$ cat src/rtl/mem_arbiter_pkg.sv
// rtl/mem_arbiter_pkg.sv - shared types for the instruction/data memory arbiter
package TypesPkg;

  typedef enum logic [1:0] {
    OWN_NONE = 2'd0,
    OWN_IF   = 2'd1,
    OWN_LS   = 2'd2
  } arb_owner_t;

  localparam int DEFAULT_MAX_LS_STREAK = 4;

endpackage

$ cat src/rtl/mem_arbiter.sv
// rtl/mem_arbiter.sv - fetch vs load/store arbiter for one single-port memory
// Load/store wins ties until its streak hits MAX_LS_STREAK while a fetch waits.
module mem_arbiter
  import TypesPkg::*;
#(
  parameter int MAX_LS_STREAK = DEFAULT_MAX_LS_STREAK
) (
  input  logic        clk,
  input  logic        reset,
  input  logic        enable,
  input  logic        if_req,
  input  logic [31:0] if_addr,
  output logic        if_gnt,
  output logic        if_rvalid,
  output logic [31:0] if_rdata,
  input  logic        ls_req,
  input  logic        ls_we,
  input  logic [31:0] ls_addr,
  input  logic [31:0] ls_wdata,
  input  logic [3:0]  ls_be,
  output logic        ls_gnt,
  output logic        ls_rvalid,
  output logic [31:0] ls_rdata,
  output logic        mem_req,
  output logic        mem_we,
  output logic [31:0] mem_addr,
  output logic [31:0] mem_wdata,
  output logic [3:0]  mem_be,
  input  logic [31:0] mem_rdata
);

  localparam int STREAK_W = ($clog2(MAX_LS_STREAK + 1) > 3) ? $clog2(MAX_LS_STREAK + 1) : 3;
  localparam logic [STREAK_W-1:0] STREAK_MAX = STREAK_W'(MAX_LS_STREAK);

  arb_owner_t          owner_q, owner_d;
  logic [STREAK_W-1:0] streak_q, streak_d;
  logic                streak_full;
  logic                unused_addr_lsbs;

  assign unused_addr_lsbs = ^{if_addr[1:0], ls_addr[1:0]};

  always_ff @(posedge clk or negedge reset) begin
    if (!reset) begin
      owner_q  <= OWN_NONE;
      streak_q <= '0;
    end else begin
      owner_q  <= owner_d;
      streak_q <= streak_d;
    end
  end

  always_comb begin
    if_gnt      = 1'b0;
    ls_gnt      = 1'b0;
    mem_we      = 1'b0;
    mem_addr    = 32'h0;
    mem_wdata   = 32'h0;
    mem_be      = 4'h0;
    owner_d     = OWN_NONE;
    streak_d    = streak_q;
    streak_full = (streak_q == STREAK_MAX);

    if (enable && reset) begin
      ls_gnt = ls_req && !(if_req && streak_full);
      if_gnt = if_req && !ls_gnt;
    end
    mem_req = if_gnt | ls_gnt;

    if (ls_gnt) begin
      mem_we    = ls_we;
      mem_addr  = {ls_addr[31:2], 2'b00};
      mem_wdata = ls_wdata;
      mem_be    = ls_be;
    end else if (if_gnt) begin
      mem_addr  = {if_addr[31:2], 2'b00};
      mem_be    = 4'hF;
    end

    // The streak only measures how long a waiting fetch has been starved.
    if (!if_req || if_gnt) begin
      streak_d = '0;
    end else if (ls_gnt && !streak_full) begin
      streak_d = streak_q + 1'b1;
    end

    if (if_gnt) begin
      owner_d = OWN_IF;
    end else if (ls_gnt && !ls_we) begin
      owner_d = OWN_LS;
    end

    if_rvalid = (owner_q == OWN_IF);
    ls_rvalid = (owner_q == OWN_LS);
    if_rdata  = mem_rdata;
    ls_rdata  = mem_rdata;
  end

endmodule

$ cat config.mk
export PLATFORM = sky130hd
export DESIGN_NAME = mem_arbiter
export DESIGN_NICKNAME = d
export VERILOG_FILES = /design/src/rtl/mem_arbiter_pkg.sv /design/src/rtl/mem_arbiter.sv
export SDC_FILE = /design/constraint.sdc
export NUM_CORES = 1
export LEC_CHECK = 0
export CAP_MARGIN = 20
export CELL_PAD_IN_SITES_DETAIL_PLACEMENT = 2
export CELL_PAD_IN_SITES_GLOBAL_PLACEMENT = 2
export CORE_MARGIN = 3
export CORE_UTILIZATION = 10
export DETAILED_ROUTE_END_ITERATION = 8
export PLACE_DENSITY = 0.95
export SYNTH_ARGS = -nofsm -noshare
export SYNTH_HDL_FRONTEND = slang
export SYNTH_SLANG_ARGS = --single-unit
$ cat constraint.sdc
create_clock -name clk -period 2 [get_ports clk]
set_clock_uncertainty 0.05 [all_clocks]
set_input_delay 0.4 -clock clk [delete_from_list [all_inputs] [get_ports clk]]
set_output_delay 0.4 -clock clk [all_outputs]
set_load 0.01 [all_outputs]
; Yosys cells after proc, flatten, opt, wreduce, memory -nomap -nowiden
; Cells that the tools add are included.
[classes]
n_addsub = 1
eq_ne = 3
n_mux = 12
bitwise_logic = 1
n_reduce_logical = 13
[op_table]
columns = cell, count
row1 = 2-to-1 mux 32 bit, 3
row2 = 2-to-1 mux 4 bit, 2
row3 = logical AND 1 bit, 6
row4 = 2-to-1 mux 3 bit, 2
row5 = logical NOT 1 bit, 5
row6 = 2-to-1 mux 2 bit, 2
row7 = "adder 3 x 1 -> 3 bit, second input constant", 1
row8 = "== test 3 bit, second input constant", 1
row9 = 2-to-1 mux 1 bit, 3
row10 = "== test 2 x 1 -> 1 bit, second input constant", 1
row11 = "== test 2 bit, second input constant", 1
row12 = nonzero test 2 bit, 1
row13 = logical OR 1 bit, 1
row14 = bitwise OR 1 bit, 1
[word_totals]
ff_bits = 5
in_bits = 138
out_inout_bits = 138
word_cells = 32

; Longest topological paths before layout
; Gate-level depths: netlist of the first run.
[logic_depth]
ltp_word = 9
ltp_mapped = 7
depth_no_buf = 5

; Worst setup path after synthesis of the first run
; OpenSTA, ideal clock, no wires.
[synth_path]
kind = register to output
start = reg streak_q[0]
end = out mem_addr[27]
arrival_time_ps = 1490
required_time_ps = 1550
path_slack_ps = 60
stages_incl_launch_ff = 8
cell_sequence = dfrtp_1 > inv_1 > ha_1 > nand3_1 > and2_4 > buf_6 > buf_6 > a22o_1
[synth_via]
elab_cells_between_ends = 10
cone_classes = eq/ne (1) / mux (4) / reduce/logical (5)
[synth_lines]
columns = element, line
row1 = "start, declared", mem_arbiter.sv:36  ; logic [STREAK_W-1:0] streak_q, streak_d;
row2 = "start signal, assigned", mem_arbiter.sv:48  ; streak_q <= streak_d;
row3 = == test 3 bit, mem_arbiter.sv:61  ; streak_full = (streak_q == STREAK_MAX);
row4 = logical AND 1 bit, mem_arbiter.sv:64  ; ls_gnt = ls_req && !(if_req && streak_full);
row5 = logical NOT 1 bit, mem_arbiter.sv:64
row6 = logical AND 1 bit, mem_arbiter.sv:64
row7 = 2-to-1 mux 1 bit, mem_arbiter.sv:63  ; if (enable && reset) begin
row8 = net ls_gnt, mem_arbiter.sv:21  ; output logic ls_gnt,
row9 = 2-to-1 mux 32 bit, mem_arbiter.sv:69  ; if (ls_gnt) begin
row10 = "end, declared", mem_arbiter.sv:26  ; output logic [31:0] mem_addr,
; The timed path passes the listed nets, and every way through them passes these cells.

; Worst setup path after layout of the first run
[layout_path]
start = reg streak_q[0]
end = out mem_addr[17]
[layout_via]
elab_chain_len = 9
elab_cells_between_ends = 10
cone_classes = eq/ne (1) / mux (4) / reduce/logical (5)
[layout_rtl]
columns = element, line
row1 = == test 3 bit (*), mem_arbiter.sv:61
row2 = logical AND 1 bit (*), mem_arbiter.sv:64
row3 = logical NOT 1 bit (*), mem_arbiter.sv:64
row4 = logical AND 1 bit (*), mem_arbiter.sv:64
row5 = logical NOT 1 bit, mem_arbiter.sv:65  ; if_gnt = if_req && !ls_gnt;
row6 = logical AND 1 bit, mem_arbiter.sv:65
row7 = 2-to-1 mux 1 bit, mem_arbiter.sv:63
row8 = 2-to-1 mux 32 bit, mem_arbiter.sv:74  ; end else if (if_gnt) begin
row9 = 2-to-1 mux 32 bit (*), mem_arbiter.sv:69
; Every way passes the cells marked *; elsewhere a longest branch is shown, timed or not.

==> flow_metrics.tcl, run 1 <==
set metrics [dict create \
    outcome "finished with violations" \
    violations "setup timing" \
    globalRoute.totalOverflow 0 \
    seq_area_um2 125 \
    drtIter0Drc 25 \
    slew_violations 0 \
    clockRootBuffer "clkbuf_16" \
    synth_top_area_share_pct 36.0 \
    worst-path-max-fanout 7 \
    yosysWarnings 0 \
    synthToLayoutAreaGrowth_pct 158 \
    maxCapViolations 0 \
    dp_hpwl_mm 6.65 \
    setup_viol 51 \
    die_area_um2 15200 \
    cts_tree "yes" \
    synth.yosys.seq_area_share_pct 9.08 \
    start_kind "flop" \
    worst_slack_ps -186 \
    multiInputGateArea_um2 851 \
    finalNetCount 465 \
    fmax_ghz 0.457 \
    yosysTopAreaCell "buf_4" \
    vias 1897 \
    hold_viol_final 0 \
    synth_most_common_cell "buf_4" \
    io_pins 276 \
    cp-endpoint "mem_addr[17]" \
    grt_pass1_vias 2077 \
    synth_xor_area_share_pct 0 \
    grt_usage_pct 10.6 \
    syn_inst 177 \
    antenna_found_initial 0 \
    port_buffers 173 \
    ant_nets 0 \
    powerDensity_nw_per_um2 259 \
    period_share_pct 109 \
    crit_arrival_ps 1740 \
    async_flop_share_pct 100 \
    die_w_um 123 \
    nFillCells 1473 \
    ff2ff_setup_slack_ps 450 \
    synthSimpleGateAreaFrac_pct 21.2 \
    initial_utilization_pct 10.3 \
    clock-sinks 5 \
    post_drt_via_cell_ratio 3.79 \
    clkTransAtPathRegs_ps 30 \
    synthFlopType "dfrtp_1" \
    syn_avg_cell_area_um2 7.78 \
    place_ws_ps -694 \
    drive_above_1_share_pct 49.7 \
    ys_types 24 \
    finalPower_uw 922 \
    ys_top_cells_by_area "buf_4 (36%), a22o_1 (19%), and3_1 (15%)" \
    ys_seq_elements 5 \
    first_pass_iters 4 \
    htreeDepth 1 \
    ff2ff_path_depth 7 \
    synthAdderAreaFrac_pct 1.82 \
    core_area_um2 13300 \
    gp_congestion 0.693 \
    drc 0 \
    rsz0062_at_grt "true" \
    end_kind "primary output" \
    clock_path_buffers 2 \
    ctsHoldBuffers 0 \
    power_leakage_nw 1.63 \
    numCtsBuffers 3 \
    fin_crit_ps 2190 \
    synth_compound_area_share_pct 24.3 \
    cp_data_required_time_ps 1550 \
    regToRegEndpoint "owner_q[1]$_DFF_PN0_" \
    cp-startpoint "streak_q[0]$_DFFE_PN0P_" \
    wire_per_inst_um 19.1 \
    wirelength_mm 9.56 \
    vdd_ir_drop_max_v 0.000198 \
    r2r_start "streak_q[0]$_DFFE_PN0P_" \
    grt_start_max_net_pins 19 \
    clkLatencyLatePin_ps 220 \
    rows 42 \
    criticalPathCategory "flop to primary output" \
    syn-cell-area_um2 1380 \
    dieHeight_um 123 \
    grt_pass1_wl_mm 12.3 \
    synth_top_family_by_area "buffers and inverters" \
    synth-edff-count 0 \
    holdCritPathClass "input port to async pin" \
    num_antenna_cells 0 \
    synth_mux_area_share_pct 0 \
    yosys-top-cells-count "buf_4 (66), and3_1 (34), a22o_1 (30)" \
]
## report_power, final
part	leakage [nW]	switching [mW]	total [mW]	internal [mW]
sequential	0.0690	0.00153	0.106	0.104
clock	0.0382	0.0602	0.324	0.264
combinational	1.53	0.162	0.492	0.330
total	1.63	0.224	0.922	0.698
## cells in the final DEF, fill, tap and decap left out, types with 2 or more instances in the layout
master and count:
a21o_1 4, a22o_1 29, and3_1 7, and3_4 27, buf_12 7, buf_16 5, buf_2 31, buf_4 22
buf_6 36, buf_8 5, clkbuf_16 8, clkbuf_2 8, clkdlybuf4s15_2 2, clkdlybuf4s50_1 99, conb_1 2, dfrtp_1 5
dlygate4sd2_1 2, inv_2 2, nor2b_1 5
## cell families after synthesis
kind of cell / after synthesis
buf+inv: 82
simple gates: 47
compound gates: 40
flops: 5
fa+ha+maj: 2
other cells: 1
## through the flow
stage	instances	area (um^2)	utilization, %	hold WS [ps]	setup TNS [ps]
final	500	3560	26.6	196	-6870
after global placement	463	2900	21.7	577	-39830
after floorplan	178	1380	-	54.4	0
after detailed placement	463	2900	21.7	623	-44960
after global routing	500	3560	26.6	212	-10070
after CTS	486	3180	23.8	198	-8370
## layer usage
layer	GRT usage, %	part of all wire [%]
met5	0	0
met4	2.28	1.5
met3	3.57	11
met2	22.6	57
met1	9.40	30
## layout make-up
class / count / area share [%]
repair buffers: 222 / 63.9
inverters: 2 / 0.211
clock buffers: 4 / 2.22
well taps: 176 / 6.19
multi-input cells: 91 / 23.9
flip-flops and latches: 5 / 3.52
## sequential cells by signal, indices dropped and copies added (netlist names)
| register | count |
|---|---|
| owner_q | 2 |
| streak_q | 3 |
## critical path, stage by stage (launching register included)
cell and delay (ps):
dfrtp_1 390, inv_2 80, ha_4 170, nand2_4 70
a21oi_4 170, buf_12 140, buf_12 110, buf_16 110
a22o_1 120, buf_2 120
## worst min-delay path by stage
stage	from	to	slack, ps	depth (start not counted)
floorplan	reset	owner_q[0]$_DFF_PN0_	50	0
global placement	streak_q[1]$_DFFE_PN0P_	streak_q[1]$_DFFE_PN0P_	580	3
detailed placement	streak_q[2]$_DFFE_PN0P_	streak_q[2]$_DFFE_PN0P_	620	3
CTS	reset	streak_q[0]$_DFFE_PN0P_	200	2
global route	reset	streak_q[0]$_DFFE_PN0P_	210	2
finish	reset	owner_q[0]$_DFF_PN0_	200	2
## timing repair
action	in CTS	in global routing
endpoints found under the setup margin	70	70
setup buffers	14	11
gates cloned	5	5
gates resized for setup	243	135
pin swaps	16	40
Power figures use the tool's default switching activity.
==> run 2, diff against run 1 <==
--- a/config.mk
+++ b/config.mk
@@ -10,6 +10,7 @@
 export CELL_PAD_IN_SITES_GLOBAL_PLACEMENT = 2
 export CORE_MARGIN = 3
 export CORE_UTILIZATION = 10
+export CTS_BUF_LIST = sky130_fd_sc_hd__clkbuf_2
 export DETAILED_ROUTE_END_ITERATION = 8
 export PLACE_DENSITY = 0.95
 export SYNTH_ARGS = -nofsm -noshare
==> run 2 against run 1 <==
Net effect: the flow still finishes with violations (setup timing); maximum frequency up 2.1%; combinational power barely moved; non-clock buffer count down 2; core utilization down 0.43 points; register-to-register slack better by 30 ps; first-iteration DRC count decreased by 12%; critical endpoint is now mem_addr[9]; largest cell class unchanged; highest routed layer unchanged.
==> flow_metrics.tcl, run 2 (synthesized netlist as in run 1, its figures left out) <==
set metrics [dict create \
    ant_nets 0 \
    die_w_um 123 \
    reg_top3 "streak_q (3), owner_q (2)" \
    vias 1903 \
    crit_arrival_ps 1690 \
    final_cell_mix "clkdlybuf4s50_1 (99), buf_6 (43), and3_4 (31), buf_2 (31), a22o_1 (29)" \
    cts_tree "yes" \
    clkTransAtPathRegs_ps 60 \
    slew_violations 0 \
    fin_crit_ps 2140 \
    grt_usage_pct 10.5 \
    vdd_ir_drop_max_v 0.0000888 \
    gp_congestion 0.693 \
    period_share_pct 107 \
    largest_register_ffs 3 \
    violations "setup timing" \
    end_kind "primary output" \
    core_area_um2 13300 \
    grt_pass1_wl_mm 12.1 \
    synthToLayoutAreaGrowth_pct 154 \
    clock_path_buffers 2 \
    grt_start_max_net_pins 19 \
    ff2ff_path_depth 8 \
    final_common_cell "clkdlybuf4s50_1" \
    start_kind "flop" \
    numCtsBuffers 3 \
    dp_hpwl_mm 6.65 \
    layout.cells.non_filler 498 \
    rows 42 \
    grt_pass1_vias 2096 \
    antenna_found_initial 0 \
    die_area_um2 15200 \
    cp_data_required_time_ps 1550 \
    port_buffers 173 \
    globalRoute.totalOverflow 0 \
    htreeDepth 1 \
    holdCritPathClass "input port to async pin" \
    maxCapViolations 0 \
    initial_utilization_pct 10.3 \
    tns_ps -4770 \
    clkLatencyLatePin_ps 210 \
    criticalPathCategory "flop to primary output" \
    post_drt_via_cell_ratio 3.82 \
    ctsHoldBuffers 0 \
    drive_above_1_share_pct 50.9 \
    first_pass_iters 4 \
    powerDensity_nw_per_um2 197 \
    setup_viol 44 \
    num_antenna_cells 0 \
    clockRootBuffer "clkbuf_2" \
    worst_slack_ps -142 \
    fmax_ghz 0.467 \
    wire_per_inst_um 18.9 \
    drc 0 \
    io_pins 276 \
    power_leakage_nw 1.60 \
    finalNetCount 463 \
    rsz0062_at_grt "true" \
    wirelength_mm 9.43 \
    clock-sinks 5 \
    largest-register "streak_q" \
    worst-path-max-fanout 8 \
    dieHeight_um 123 \
    dpl.cell_count 463 \
    holdWs_ps 187 \
    drtIter0Drc 22 \
    outcome "finished with violations" \
    hold_viol_final 0 \
]
## run 2: what timing repair did
action | CTS | global route
gates resized for setup | 244 | 149
buffers inserted | 16 | 8
setup endpoints to repair | 70 | 70
gates cloned | 5 | 4
pin swaps | 17 | 34
## run 2: area by class of cell
class	count	area (um^2)
flip-flops and latches	5	125
inverters	2	7.51
repair buffers	220	2260
multi-input cells	91	871
well taps	176	220
fillers	1487	9850
clock buffers	4	20.0
## run 2: final timing paths
kind,start,slack [ps],end
min in group clk,reset,710,streak_q[1]$_DFFE_PN0P_
worst min register to register,streak_q[2]$_DFFE_PN0P_,740,streak_q[2]$_DFFE_PN0P_
worst max-delay path,streak_q[0]$_DFFE_PN0P_,-140,mem_addr[9]
worst max register to register,streak_q[0]$_DFFE_PN0P_,480,streak_q[1]$_DFFE_PN0P_
worst min-delay path,reset,190,streak_q[0]$_DFFE_PN0P_
max in group asynchronous,reset,1600,owner_q[1]$_DFF_PN0_
## run 2: where the power goes
| group | switching (mW) | total, mW | internal (mW) |
|---|---|---|---|
| Combinational | 0.161 | 0.492 | 0.331 |
| Clock | 0.0400 | 0.0930 | 0.0530 |
| Sequential | 0.00120 | 0.105 | 0.103 |
| Total | 0.202 | 0.690 | 0.488 |
## run 2: metrics by stage
| step | total power, mW | utilization [%] | instance area, um^2 | setup slack (ps) |
|---|---|---|---|---|
| 2_1_floorplan | 0.346 | - | 1380 | 59.8 |
| 4_1_cts | 0.663 | 23.3 | 3100 | -184 |
| 3_5_place_dp | 0.549 | 21.7 | 2900 | -694 |
| 3_3_place_gp | 0.536 | 21.7 | 2900 | -629 |
| 6_report | 0.690 | 26.2 | 3500 | -142 |
| 5_1_grt | 0.733 | 26.2 | 3500 | -264 |
## run 2: routing by layer
| metal | share of wire [%] | wire [um] | global-route usage [%] | vias to the layer above |
|---|---|---|---|---|
| met3 | 11 | 1080 | 3.29 | 9 |
| met1 | 31 | 2930 | 9.27 | 896 |
| met5 | 0 | 0 | 0 | - |
| met2 | 56 | 5290 | 22.2 | 145 |
| met4 | 1.4 | 136 | 2.49 | 0 |
| li1 | - | - | - | 853 |
## run 2: critical path: stages (launching register included)
cell     delay, ps
dfrtp_1        390
inv_2           80
ha_4           170
nand3_4         90
and2_4         210
buf_16         150
a22o_1         240
buf_2          140
==> run 3, diff against run 2 <==
--- a/config.mk
+++ b/config.mk
@@ -8,7 +8,7 @@
 export CAP_MARGIN = 20
 export CELL_PAD_IN_SITES_DETAIL_PLACEMENT = 2
 export CELL_PAD_IN_SITES_GLOBAL_PLACEMENT = 2
-export CORE_MARGIN = 3
+export CORE_MARGIN = 2
 export CORE_UTILIZATION = 10
 export CTS_BUF_LIST = sky130_fd_sc_hd__clkbuf_2
 export DETAILED_ROUTE_END_ITERATION = 8
==> run 3 against run 2 <==
Net effect: the run still ends with setup timing left; sequential share of layout area rose by 0.50 points; global-route usage fell by 0.16 points; non-clock buffer count fell by 16; via count fell by 3.1%; setup slack improved by 1.3 ps; routed wire length fell by 9.2%; count of clock-buffer cells in the layout did not move; core utilization fell by 3.2 points; combinational power fell by 8.7%; hold slack improved by 64 ps; maximum frequency barely moved.
==> flow_metrics.tcl, run 3 (synthesized netlist as in run 1, its figures left out) <==
set metrics [dict create \
    outcome "finished with violations" \
    violations "setup timing" \
    ctsHoldBuffers 0 \
    globalRoute.totalOverflow 0 \
    period_share_pct 107 \
    port_buffers 173 \
    grt-busiest-layer "met2" \
    io_pins 276 \
    initial_utilization_pct 10.3 \
    drc 0 \
    powerDensity_nw_per_um2 210 \
    core_area_um2 13300 \
    numCtsBuffers 3 \
    rows 42 \
    p_comb_share_pct 69.4 \
    largest_register_ffs 3 \
    seq_area_um2 125 \
    dp_hpwl_mm 6.18 \
    largest-register "streak_q" \
    grt_pass1_vias 2085 \
    start_kind "flop" \
    clockRootBuffer "clkbuf_2" \
    hold_viol_final 0 \
    maxCapViolations 0 \
    fin_crit_ps 2140 \
    clkPwrFrac_pct 14.4 \
    antenna_found_initial 0 \
    wirelength_mm 8.56 \
    grtUsageMet2_pct 21.8 \
    htreeDepth 1 \
    final_cell_area_um2 3070 \
    gp_congestion 0.746 \
    crit_arrival_ps 1690 \
    use_met3_pct 3.43 \
    num_antenna_cells 0 \
    final_cell_mix "clkdlybuf4s50_1 (99), buf_2 (57), a22o_1 (30), and3_1 (20), buf_6 (16)" \
    vias 1844 \
    p_int_uw 456 \
    drive_above_1_share_pct 41.2 \
    slew_violations 0 \
    cp_data_required_time_ps 1550 \
    cts_tree "yes" \
    setup_viol 58 \
    final_common_cell "clkdlybuf4s50_1" \
    clkLatencyLatePin_ps 210 \
    dieHeight_um 121 \
    nFillCells 1523 \
    criticalPathCategory "flop to primary output" \
    end_kind "primary output" \
    grt_start_max_net_pins 19 \
    multiInputGateArea_um2 772 \
    post_drt_via_cell_ratio 3.83 \
    grt_usage_pct 10.3 \
    grt_pass1_wl_mm 11.6 \
    swShare_pct 29.5 \
    dpl.cell_count 461 \
    pwr-share-seq_pct 16.2 \
    rsz0062_at_grt "true" \
    first_pass_iters 3 \
    clkTransAtPathRegs_ps 60 \
    layout.cells.non_filler 482 \
    power_leakage_nw 1.50 \
    met1_usage_pct 9.12 \
    worst-path-max-fanout 6 \
    worst_slack_ps -141 \
    finalNetCount 447 \
    clock-sinks 5 \
    wire_per_inst_um 17.8 \
    ant_nets 0 \
    die_w_um 121 \
    reg_top3 "streak_q (3), owner_q (2)" \
    dpl_cell_area_um2 2880 \
    synthToLayoutAreaGrowth_pct 123 \
    drtIter0Drc 34 \
    holdCritPathClass "input port to async pin" \
    clock_path_buffers 2 \
    die_area_um2 14700 \
    fmax_ghz 0.467 \
    p_sw_uw 191 \
    vdd_ir_drop_max_v 0.0000679 \
    ff2ff_path_depth 6 \
]
## run 3: changes by cell type in the layout (fill, tap and decap cells not counted), moves of 2 or more
cell and change:
buf_4 -9, buf_8 -2, dlygate4sd2_1 +2, and3_4 -17
and3_1 +17, clkbuf_2 -3, clkbuf_16 -2, buf_2 +26
buf_16 +2, buf_6 -27, clkdlybuf4s15_2 -2
## run 3: area by class of cell
class	instances	area share (%)
Tap cell	176	7.17
Multi-Input combinational cell	91	25.1
Sequential cell	5	4.07
Clock buffer	4	0.652
Inverter	2	0.244
Timing Repair Buffer	204	62.7
## run 3: worst paths after layout
path	slack [ps]	to	startpoint
max in group asynchronous	1540	owner_q[0]$_DFF_PN0_	reset
min in group clk	670	streak_q[0]$_DFFE_PN0P_	streak_q[0]$_DFFE_PN0P_
worst min register to register	670	streak_q[0]$_DFFE_PN0P_	streak_q[0]$_DFFE_PN0P_
worst max-delay path	-140	mem_addr[18]	streak_q[1]$_DFFE_PN0P_
worst max register to register	540	streak_q[2]$_DFFE_PN0P_	streak_q[1]$_DFFE_PN0P_
worst min-delay path	250	streak_q[0]$_DFFE_PN0P_	reset
## run 3: metal layers
metal / vias to the layer above / part of all wire [%]
met5: - / 0
met4: 0 / 1.1
met3: 13 / 11
met2: 145 / 56
met1: 864 / 32
li1: 822 / -
## run 3: stage by stage
stage          power (mW)  util (%)  worst slack, ps  setup TNS (ps)  hold slack (ps)
4_1_cts             0.648      22.4             -138           -4260              231
3_3_place_gp        0.535      21.6             -687          -43760              578
2_1_floorplan       0.346         -             59.8               0             54.4
5_1_grt             0.687      23.0             -225          -10040              233
3_5_place_dp        0.544      21.6             -718          -46310              644
6_report            0.646      23.0             -141           -4380              252
## run 3: timing repair
item / 4_1_cts / 5_1_grt
endpoints found under the setup margin: 70 / 70
cloned: 6 / 2
gates resized for setup: 330 / 7
setup buffers: 8 / 2
pin swaps: 23 / 10
## run 3: critical path, cell delays in order (launching register included)
cell and delay, ps:
dfrtp_1 390, inv_2 80, ha_4 170, nand2_4 60
a21oi_4 190, buf_8 160, clkbuf_16 150, a22o_1 130
buf_2 130
## run 3: power by group through the flow
stage | sequential, mW | clock [mW] | combinational, mW
floorplan | 0.106 | 0 | 0.240
global placement | 0.106 | 0 | 0.429
detailed placement | 0.106 | 0 | 0.437
CTS | 0.105 | 0.0991 | 0.444
global route | 0.105 | 0.106 | 0.476
finish | 0.105 | 0.0932 | 0.449
